--- src/rtl/i2c_slave_regfile_pkg.sv ---
// ---------------------------------------------------------------------------
// i2c_slave_regfile_pkg
//   Shared definitions for the I2C register-file slave and its bus front end:
//   - state_e                : slave protocol state encoding
//   - COND_START / COND_STOP : bus-condition patterns over
//                              {scl_prev, scl_now, sda_prev, sda_now}
//   - DEFAULT_SLAVE_ADDR     : 7-bit device address used when none is given
//   - ack_exit_state()       : where an ACK slot leads once it has completed
// ---------------------------------------------------------------------------
package i2c_slave_regfile_pkg;

  typedef enum logic [3:0] {
    ST_IDLE,
    ST_ADDR,
    ST_ADDR_ACK,
    ST_PTR,
    ST_PTR_ACK,
    ST_WRITE,
    ST_WRITE_ACK,
    ST_READ,
    ST_READ_ACK
  } state_e;

  // SCL held high on both samples while SDA moves: falling is START, rising
  // is STOP.
  localparam logic [3:0] COND_START = 4'b11_10;
  localparam logic [3:0] COND_STOP  = 4'b11_01;

  localparam logic [6:0] DEFAULT_SLAVE_ADDR = 7'h50;

  // State entered on the SCL fall that ends a slave-driven ACK bit.
  function automatic state_e ack_exit_state(input state_e s, input logic rw);
    state_e nxt;
    nxt = ST_IDLE;
    case (s)
      ST_ADDR_ACK:  nxt = rw ? ST_READ : ST_PTR;
      ST_PTR_ACK:   nxt = ST_WRITE;
      ST_WRITE_ACK: nxt = ST_WRITE;
      default:      nxt = ST_IDLE;
    endcase
    return nxt;
  endfunction

endpackage

--- src/rtl/i2c_bus_sync.sv ---
// ---------------------------------------------------------------------------
// i2c_bus_sync
//   Brings SCL/SDA into the clk domain and derives bus events.
//   Each line passes through a 2-flop synchronizer, followed by one more
//   registered copy that is compared against it for edge detection.
//   Ports:
//     clk, rst (async, active-low)
//     SCL_I, SDA_I        raw bus lines
//     scl, sda            synchronized levels
//     scl_rise, scl_fall  one-clk SCL edge strobes
//     start_det, stop_det one-clk START / STOP strobes
// ---------------------------------------------------------------------------
module i2c_bus_sync
  import i2c_slave_regfile_pkg::*;
(
  input  logic clk,
  input  logic rst,
  input  logic SCL_I,
  input  logic SDA_I,
  output logic scl,
  output logic sda,
  output logic scl_rise,
  output logic scl_fall,
  output logic start_det,
  output logic stop_det
);

  logic r_scl_meta, r_scl_sync, r_scl_d;
  logic r_sda_meta, r_sda_sync, r_sda_d;
  logic [3:0] w_cond;

  // Reset to 1 so that an idle (pulled-up) bus produces no spurious edges
  // once reset is released.
  // NOTE: sequential state uses non-blocking assignments so every flop
  // samples the pre-edge value of its neighbour; blocking would collapse the
  // synchronizer chain into a single stage.
  always_ff @(posedge clk or negedge rst) begin
    if (!rst) begin
      r_scl_meta <= 1'b1;
      r_scl_sync <= 1'b1;
      r_scl_d    <= 1'b1;
      r_sda_meta <= 1'b1;
      r_sda_sync <= 1'b1;
      r_sda_d    <= 1'b1;
    end else begin
      r_scl_meta <= SCL_I;
      r_scl_sync <= r_scl_meta;
      r_scl_d    <= r_scl_sync;
      r_sda_meta <= SDA_I;
      r_sda_sync <= r_sda_meta;
      r_sda_d    <= r_sda_sync;
    end
  end

  assign w_cond    = {r_scl_d, r_scl_sync, r_sda_d, r_sda_sync};

  assign scl       = r_scl_sync;
  assign sda       = r_sda_sync;
  assign scl_rise  =  r_scl_sync & ~r_scl_d;
  assign scl_fall  = ~r_scl_sync &  r_scl_d;
  assign start_det = (w_cond == COND_START);
  assign stop_det  = (w_cond == COND_STOP);

endmodule

--- src/rtl/i2c_slave_regfile.sv ---
// ---------------------------------------------------------------------------
// i2c_slave_regfile
//   Addressable I2C slave with a 2^ADDR_W x 8 register file. After a matching
//   address byte, a write transfer loads the register pointer from the first
//   data byte and then writes auto-incrementing registers; a read transfer
//   returns auto-incrementing registers starting at the current pointer.
//   Every register write is mirrored on wr_pulse/wr_addr/wr_data.
//   Ports:
//     clk, rst (async, active-low)
//     SCL_I, SDA_I  bus lines as seen on the wire
//     SDA_O         open-drain drive (0 = pull low, 1 = release)
//     wr_pulse      one-clk strobe per register write
//     wr_addr       index of the last write
//     wr_data       data of the last write
//     busy          addressed transaction in progress
// ---------------------------------------------------------------------------
module i2c_slave_regfile
  import i2c_slave_regfile_pkg::*;
#(
  parameter logic [6:0] SLAVE_ADDR = DEFAULT_SLAVE_ADDR,
  parameter int         ADDR_W     = 4
) (
  input  logic              clk,
  input  logic              rst,
  input  logic              SCL_I,
  input  logic              SDA_I,
  output logic              SDA_O,
  output logic              wr_pulse,
  output logic [ADDR_W-1:0] wr_addr,
  output logic [7:0]        wr_data,
  output logic              busy
);

  localparam int DEPTH = 1 << ADDR_W;

  // Bus front end
  logic w_scl, w_sda, w_scl_rise, w_scl_fall, w_start, w_stop;
  logic w_unused;

  i2c_bus_sync u_bus_sync (
    .clk       (clk),
    .rst       (rst),
    .SCL_I     (SCL_I),
    .SDA_I     (SDA_I),
    .scl       (w_scl),
    .sda       (w_sda),
    .scl_rise  (w_scl_rise),
    .scl_fall  (w_scl_fall),
    .start_det (w_start),
    .stop_det  (w_stop)
  );

  // The synced SCL level is not needed here: its edges carry all timing.
  assign w_unused = w_scl;

  // Protocol state
  state_e            r_state;
  logic [3:0]        r_bit_cnt;   // bits left to receive, or to place on SDA
  logic [7:0]        r_shift;
  logic              r_rw;
  logic              r_ack_drv;   // ACK slot: 0 = waiting for first fall
  logic [ADDR_W-1:0] r_ptr;
  logic [7:0]        r_regs [DEPTH];

  // Registered outputs
  logic              r_sda_o;
  logic              r_wr_pulse;
  logic [ADDR_W-1:0] r_wr_addr;
  logic [7:0]        r_wr_data;
  logic              r_busy;

  logic [7:0]        w_byte_in;
  logic [ADDR_W-1:0] w_ptr_inc;
  logic [7:0]        w_rd_byte;
  logic [7:0]        w_rd_next;

  // Byte as it stands once the bit being sampled right now is shifted in.
  assign w_byte_in = {r_shift[6:0], w_sda};
  // Natural wrap at 2^ADDR_W comes from the pointer width.
  assign w_ptr_inc = r_ptr + ADDR_W'(1);
  assign w_rd_byte = r_regs[r_ptr];
  assign w_rd_next = r_regs[w_ptr_inc];

  // START/STOP override every state; otherwise each state reacts only to
  // synced SCL edges, so SDA_O can change only on an SCL fall.
  // NOTE: the register file is cleared by the asynchronous reset like any
  // other flop, because a reset must return every register to 0; this keeps
  // it in flops rather than a RAM macro, which is fine at this depth.
  always_ff @(posedge clk or negedge rst) begin
    if (!rst) begin
      r_state    <= ST_IDLE;
      r_bit_cnt  <= 4'd0;
      r_shift    <= 8'h00;
      r_rw       <= 1'b0;
      r_ack_drv  <= 1'b0;
      r_ptr      <= '0;
      r_sda_o    <= 1'b1;
      r_wr_pulse <= 1'b0;
      r_wr_addr  <= '0;
      r_wr_data  <= 8'h00;
      r_busy     <= 1'b0;
      for (int i = 0; i < DEPTH; i++) begin
        r_regs[i] <= 8'h00;
      end
    end else begin
      r_wr_pulse <= 1'b0;

      if (w_start) begin
        // Plain or repeated START: always restart address reception.
        r_state   <= ST_ADDR;
        r_bit_cnt <= 4'd7;
        r_sda_o   <= 1'b1;
      end else if (w_stop) begin
        // Any partially received byte is simply dropped.
        r_state <= ST_IDLE;
        r_sda_o <= 1'b1;
        r_busy  <= 1'b0;
      end else begin
        unique case (r_state)
          ST_IDLE: begin
            r_sda_o <= 1'b1;
          end

          ST_ADDR: begin
            if (w_scl_rise) begin
              r_shift <= w_byte_in;
              if (r_bit_cnt == 4'd0) begin
                if (w_byte_in[7:1] == SLAVE_ADDR) begin
                  r_rw      <= w_byte_in[0];
                  r_ack_drv <= 1'b0;
                  r_busy    <= 1'b1;
                  r_state   <= ST_ADDR_ACK;
                end else begin
                  // Not ours: stay off the bus until the next START.
                  r_busy  <= 1'b0;
                  r_state <= ST_IDLE;
                end
              end else begin
                r_bit_cnt <= r_bit_cnt - 4'd1;
              end
            end
          end

          ST_PTR: begin
            if (w_scl_rise) begin
              r_shift <= w_byte_in;
              if (r_bit_cnt == 4'd0) begin
                r_ptr     <= w_byte_in[ADDR_W-1:0];
                r_ack_drv <= 1'b0;
                r_state   <= ST_PTR_ACK;
              end else begin
                r_bit_cnt <= r_bit_cnt - 4'd1;
              end
            end
          end

          ST_WRITE: begin
            if (w_scl_rise) begin
              r_shift <= w_byte_in;
              if (r_bit_cnt == 4'd0) begin
                r_regs[r_ptr] <= w_byte_in;
                r_wr_pulse    <= 1'b1;
                r_wr_addr     <= r_ptr;
                r_wr_data     <= w_byte_in;
                r_ptr         <= w_ptr_inc;
                r_ack_drv     <= 1'b0;
                r_state       <= ST_WRITE_ACK;
              end else begin
                r_bit_cnt <= r_bit_cnt - 4'd1;
              end
            end
          end

          ST_ADDR_ACK, ST_PTR_ACK, ST_WRITE_ACK: begin
            // First fall (end of bit 8) pulls SDA low; second fall (end of
            // the ACK bit) leaves the slot.
            if (w_scl_fall) begin
              if (!r_ack_drv) begin
                r_sda_o   <= 1'b0;
                r_ack_drv <= 1'b1;
              end else begin
                r_ack_drv <= 1'b0;
                r_bit_cnt <= 4'd7;
                r_state   <= ack_exit_state(r_state, r_rw);
                if (r_state == ST_ADDR_ACK && r_rw) begin
                  // This same fall also places the MSB of the first byte.
                  r_sda_o <= w_rd_byte[7];
                  r_shift <= {w_rd_byte[6:0], 1'b0};
                end else begin
                  r_sda_o <= 1'b1;
                end
              end
            end
          end

          ST_READ: begin
            if (w_scl_fall) begin
              if (r_bit_cnt == 4'd0) begin
                // Bit 0 has been clocked out: hand SDA to the master.
                r_sda_o <= 1'b1;
                r_state <= ST_READ_ACK;
              end else begin
                r_sda_o   <= r_shift[7];
                r_shift   <= {r_shift[6:0], 1'b0};
                r_bit_cnt <= r_bit_cnt - 4'd1;
              end
            end
          end

          ST_READ_ACK: begin
            if (w_scl_rise) begin
              r_ptr <= w_ptr_inc;
              if (!w_sda) begin
                // ACK: all 8 bits of the next byte are still to be placed,
                // starting on the fall that ends this ACK bit.
                r_shift   <= w_rd_next;
                r_bit_cnt <= 4'd8;
                r_state   <= ST_READ;
              end else begin
                r_busy  <= 1'b0;
                r_state <= ST_IDLE;
              end
            end
          end

          default: begin
            r_sda_o <= 1'b1;
            r_state <= ST_IDLE;
          end
        endcase
      end
    end
  end

  assign SDA_O    = r_sda_o;
  assign wr_pulse = r_wr_pulse;
  assign wr_addr  = r_wr_addr;
  assign wr_data  = r_wr_data;
  assign busy     = r_busy;

endmodule

--- config.mk ---
export PLATFORM = sky130hd
export DESIGN_NAME = i2c_slave_regfile
export DESIGN_NICKNAME = d
export VERILOG_FILES = /design/src/rtl/i2c_slave_regfile_pkg.sv /design/src/rtl/i2c_bus_sync.sv /design/src/rtl/i2c_slave_regfile.sv
export SDC_FILE = /design/constraint.sdc
export NUM_CORES = 1
export LEC_CHECK = 0
export BUFFER_PORTS_ARGS = -buffer_cell sky130_fd_sc_hd__buf_2
export CORE_MARGIN = 2
export CORE_UTILIZATION = 35
export CTS_BUF_LIST = sky130_fd_sc_hd__clkbuf_4 sky130_fd_sc_hd__clkbuf_8 sky130_fd_sc_hd__clkbuf_16
export DETAILED_ROUTE_END_ITERATION = 7
export HOLD_SLACK_MARGIN = 0.02
export SYNTH_ARGS = -nofsm -noshare
export SYNTH_HDL_FRONTEND = slang
export SYNTH_HIERARCHICAL = 1
export SYNTH_SLANG_ARGS = --single-unit
--- constraint.sdc ---
create_clock -name clk -period 3.7 [get_ports clk]
set_input_delay 0.555 -clock clk [delete_from_list [all_inputs] [get_ports clk]]
set_output_delay 0.555 -clock clk [all_outputs]
set_load 0.01 [all_outputs]
==> impl_results.md <==
* Outcome: complete, no violations
* Pin count of the biggest net entering global routing at 55
* Slew of the pin with the lowest slew margin at 1.00 ns
* First-pass GRT wire length at 37100 µm
* Fin nets at 702
* CTS clock-pin slew for the worst setup and hold paths at 0.07 ns
* Slew HR at 33.0%
* CP max stage cell: dfstp_2
* Initial antenna violation count at 0
* Finished Cell Area at 0.0104 mm²
* Clock Tree Root: clkbuf_16
* Antenna cells at 0
* Leak pwr at 4.45 nW
* Setup TNS at 0 ns
* Met3 Track Usage GR at 4.06%
* Final ANT Viol Nets at 0
* Die Y-Extent at 167 µm
* Sequential area share after synthesis at 46.2%
* Final min period at 3.06 ns
* Reg2reg setup slack at 0.64 ns
* Reg2reg start: u_bus_sync/sda$_DFF_PN1_
* Setup bufs post-CTS at 0
* R2r endpoint: r_regs[7]$_DFFE_PN0P_
* GRT Max-Usage Layer: met2
* Core box area at 0.0261 mm²
* CTS Sinks at 171
* Met2 Resource Use GR at 27.0%
* Sw power at 2.30 mW
* Period utilization at 82.6%
* Mean post-synth cell area at 13.5 µm²
* Ratio of cells with drive above 1 in the final layout at 42.1%
* Die W at 167 µm
* Detailed placement HPWL at 15400 µm
* WP data required at 4.03 ns
* Core Rows at 59
* CTS tree: yes
* Vias in the first global route at 6040
* Syn Inst Count at 688
* Drt total wl at 23000 µm
* Buffers on Ports at 18
* Multi-input logic area at 0.00472 mm²
* YS warnings at 6
* H-tree Lvls at 4
* Most frequent cells in the layout: 162 x dfrtp_1, 123 x mux2_2, 63 x mux4_2
* Comb pwr share at 30.6%
* Setup Skew at 0.0145 ns
* Mapped Nets at 697
* Filler instances at 2409
* Type of origin of the critical path: flip-flop
* Vias at 5941
* FF+latch area at 0.00429 mm²
* Num CTS Buffers at 17
* Crit-path cells: and4b_1 > nor2_1 > nand2_1 > nor4_4 > buf_4 > nand3_2 > mux2_2
* Final Core Density at 39.7%
* Pwr Density at 598 mW/mm²
* Switching Fraction at 37.2%
* Yosys cell types at 59
* CP Max Fanout at 28
* Boundary Pins at 19
* VDD IR max at 0.439 mV
* Reg2reg path depth at 7
* CP max stage delay at 0.61 ns
* Post-synth EDFFs at 0
* Number of remaining DRC errors at 0
* Final hold viol count at 0
* Post-Syn Area at 0.00929 mm²
* DRT Pass-1 Iters at 7
* HP Class: in2async
* Arr. time, crit path at 3.39 ns
* GP Congestion at 0.868
* WL/cell at 22.1 µm
* CTS hold repair buffers at 0
* Post-DP Area at 0.00974 mm²
* Vias/cell at 5.71
* Setup Viol. Count Final at 0
* CP Class: reg2reg
* Cell taking the most area after synthesis: dfrtp_1
* Hold_ws at 0.0687 ns
* Endpoint class of the critical path: flip-flop
* Post-CTS resize count at 0
* Largest cells by area after synthesis: dfrtp_1 44%, mux4_2 15%, mux2_2 15%, mux2i_1 2.7%, dfstp_2 2.0%
* Area grow syn2layout at 11.5%
* RSZ-0062 raised after global routing: false
* F_max at 0.327 GHz
* Sequential fraction of design power at 39.0%
* Max Root-Sink Buffers at 2
* Clock power frac at 30.4%
* Primary FF master, synth: dfrtp_1
* Final Max Tran Viols at 0
* Grt ovf at 0
* Die Area at 0.0279 mm²
* M1 GR Usage at 24.7%
* Total power at 6.19 mW
* P_int at 3.89 mW
* GRT Util Overall at 17.3%
* Clock Latency Late Sink at 0.45 ns
* Drt first-iter violations at 778
* Most common cell after layout, fill and taps aside: dfrtp_1
* Async SR Flop Fraction at 100%
* Synth top area share at 44.2%
* Flops & latches, synth at 171
* Max-Cap Viols at 0
* Starting Density at 35.6%
-- cell families after synthesis --
family / Yosys count / share of synthesized area, %
AND/OR/NAND/NOR: 126 / 8.22
adder cells (fa/ha/maj): 5 / 0.674
multiplexers: 216 / 33.7
buffers and inverters: 63 / 3.25
XOR/XNOR: 5 / 0.472
AO/OA/AOI/OAI: 102 / 7.52
flip-flops: 171 / 46.2
-- how the worst max path moves through the flow --
| stage | startpoint | to | slack (ns) | cells past startpoint |
|---|---|---|---|---|
| global route | u_bus_sync/sda$_DFF_PN1_ | r_regs[15]$_DFFE_PN0P_ | 0.42 | 7 |
| floorplan | r_ptr[0]$_DFFE_PN0P_ | r_shift[4]$_DFFE_PN0P_ | 0.63 | 12 |
| global placement | u_bus_sync/sda$_DFF_PN1_ | r_regs[2]$_DFFE_PN0P_ | 0.69 | 7 |
| finish | u_bus_sync/sda$_DFF_PN1_ | r_regs[7]$_DFFE_PN0P_ | 0.64 | 7 |
| CTS | u_bus_sync/sda$_DFF_PN1_ | r_regs[7]$_DFFE_PN0P_ | 0.64 | 7 |
| detailed placement | u_bus_sync/sda$_DFF_PN1_ | r_regs[5]$_DFFE_PN0P_ | 0.65 | 7 |
-- final cells by class --
cell class,count,area share (%)
Sequential cell,171,41.5
Clock buffer,18,4.24
Tap cell,335,4.05
Timing Repair Buffer,38,2.62
Multi-Input combinational cell,454,45.5
Inverter,11,0.399
Clock inverter,14,1.68
-- cell usage after synthesis, types with 9 or more instances --
master    count
nand3_2       9
nor2_1       25
clkbuf_1     24
buf_2        17
o21ai_0      32
inv_1        11
mux2_2      123
a31oi_1       9
mux2i_1      25
mux4_2       63
nand3_1       9
dfrtp_1     164
nand2_1      39
a21oi_1      20
-- sequential cells by signal (all words and copies together), names as in the netlist --
signal and count:
wr_data 8, u_bus_sync/sda 1, r_regs 128, r_state 4
u_bus_sync/r_scl_meta 1, r_ptr 4, u_bus_sync/scl 1, wr_addr 4
u_bus_sync/r_sda_d 1, r_rw 1, r_bit_cnt 4, r_ack_drv 1
SDA_O 1, u_bus_sync/r_scl_d 1, busy 1, u_bus_sync/r_sda_meta 1
wr_pulse 1, r_shift 8
-- stage by stage --
| stage | setup WS [ns] | std cells |
|---|---|---|
| global placement | 0.686 | 1009 |
| floorplan | 0.630 | 688 |
| CTS | 0.637 | 1041 |
| detailed placement | 0.650 | 1009 |
| finish | 0.642 | 1041 |
| global route | 0.425 | 1041 |
-- critical path: cells and delay by family, from the launching register on --
family	cells	cell delay (ns)
muxes	1	0.37
buffers and inverters	1	0.49
and+or+nand+nor	5	1.46
DFF	1	0.61
-- per-layer routing --
metal,share of wire (%),wire (µm),vias to the layer above
met3,5.6,1290,21
met2,47,10900,173
li1,-,-,2626
met1,46,10600,3121
met5,0,0,-
met4,0.93,213,0
-- power by group through the flow --
stage	registers [mW]	clock network, mW	logic [mW]
6_report	2.41	1.88	1.89
5_1_grt	2.45	2.00	2.05
4_1_cts	2.41	1.91	1.90
3_5_place_dp	2.45	0	1.89
3_3_place_gp	2.45	0	1.89
2_1_floorplan	2.17	0	1.56
Power figures use the tool's default switching activity.
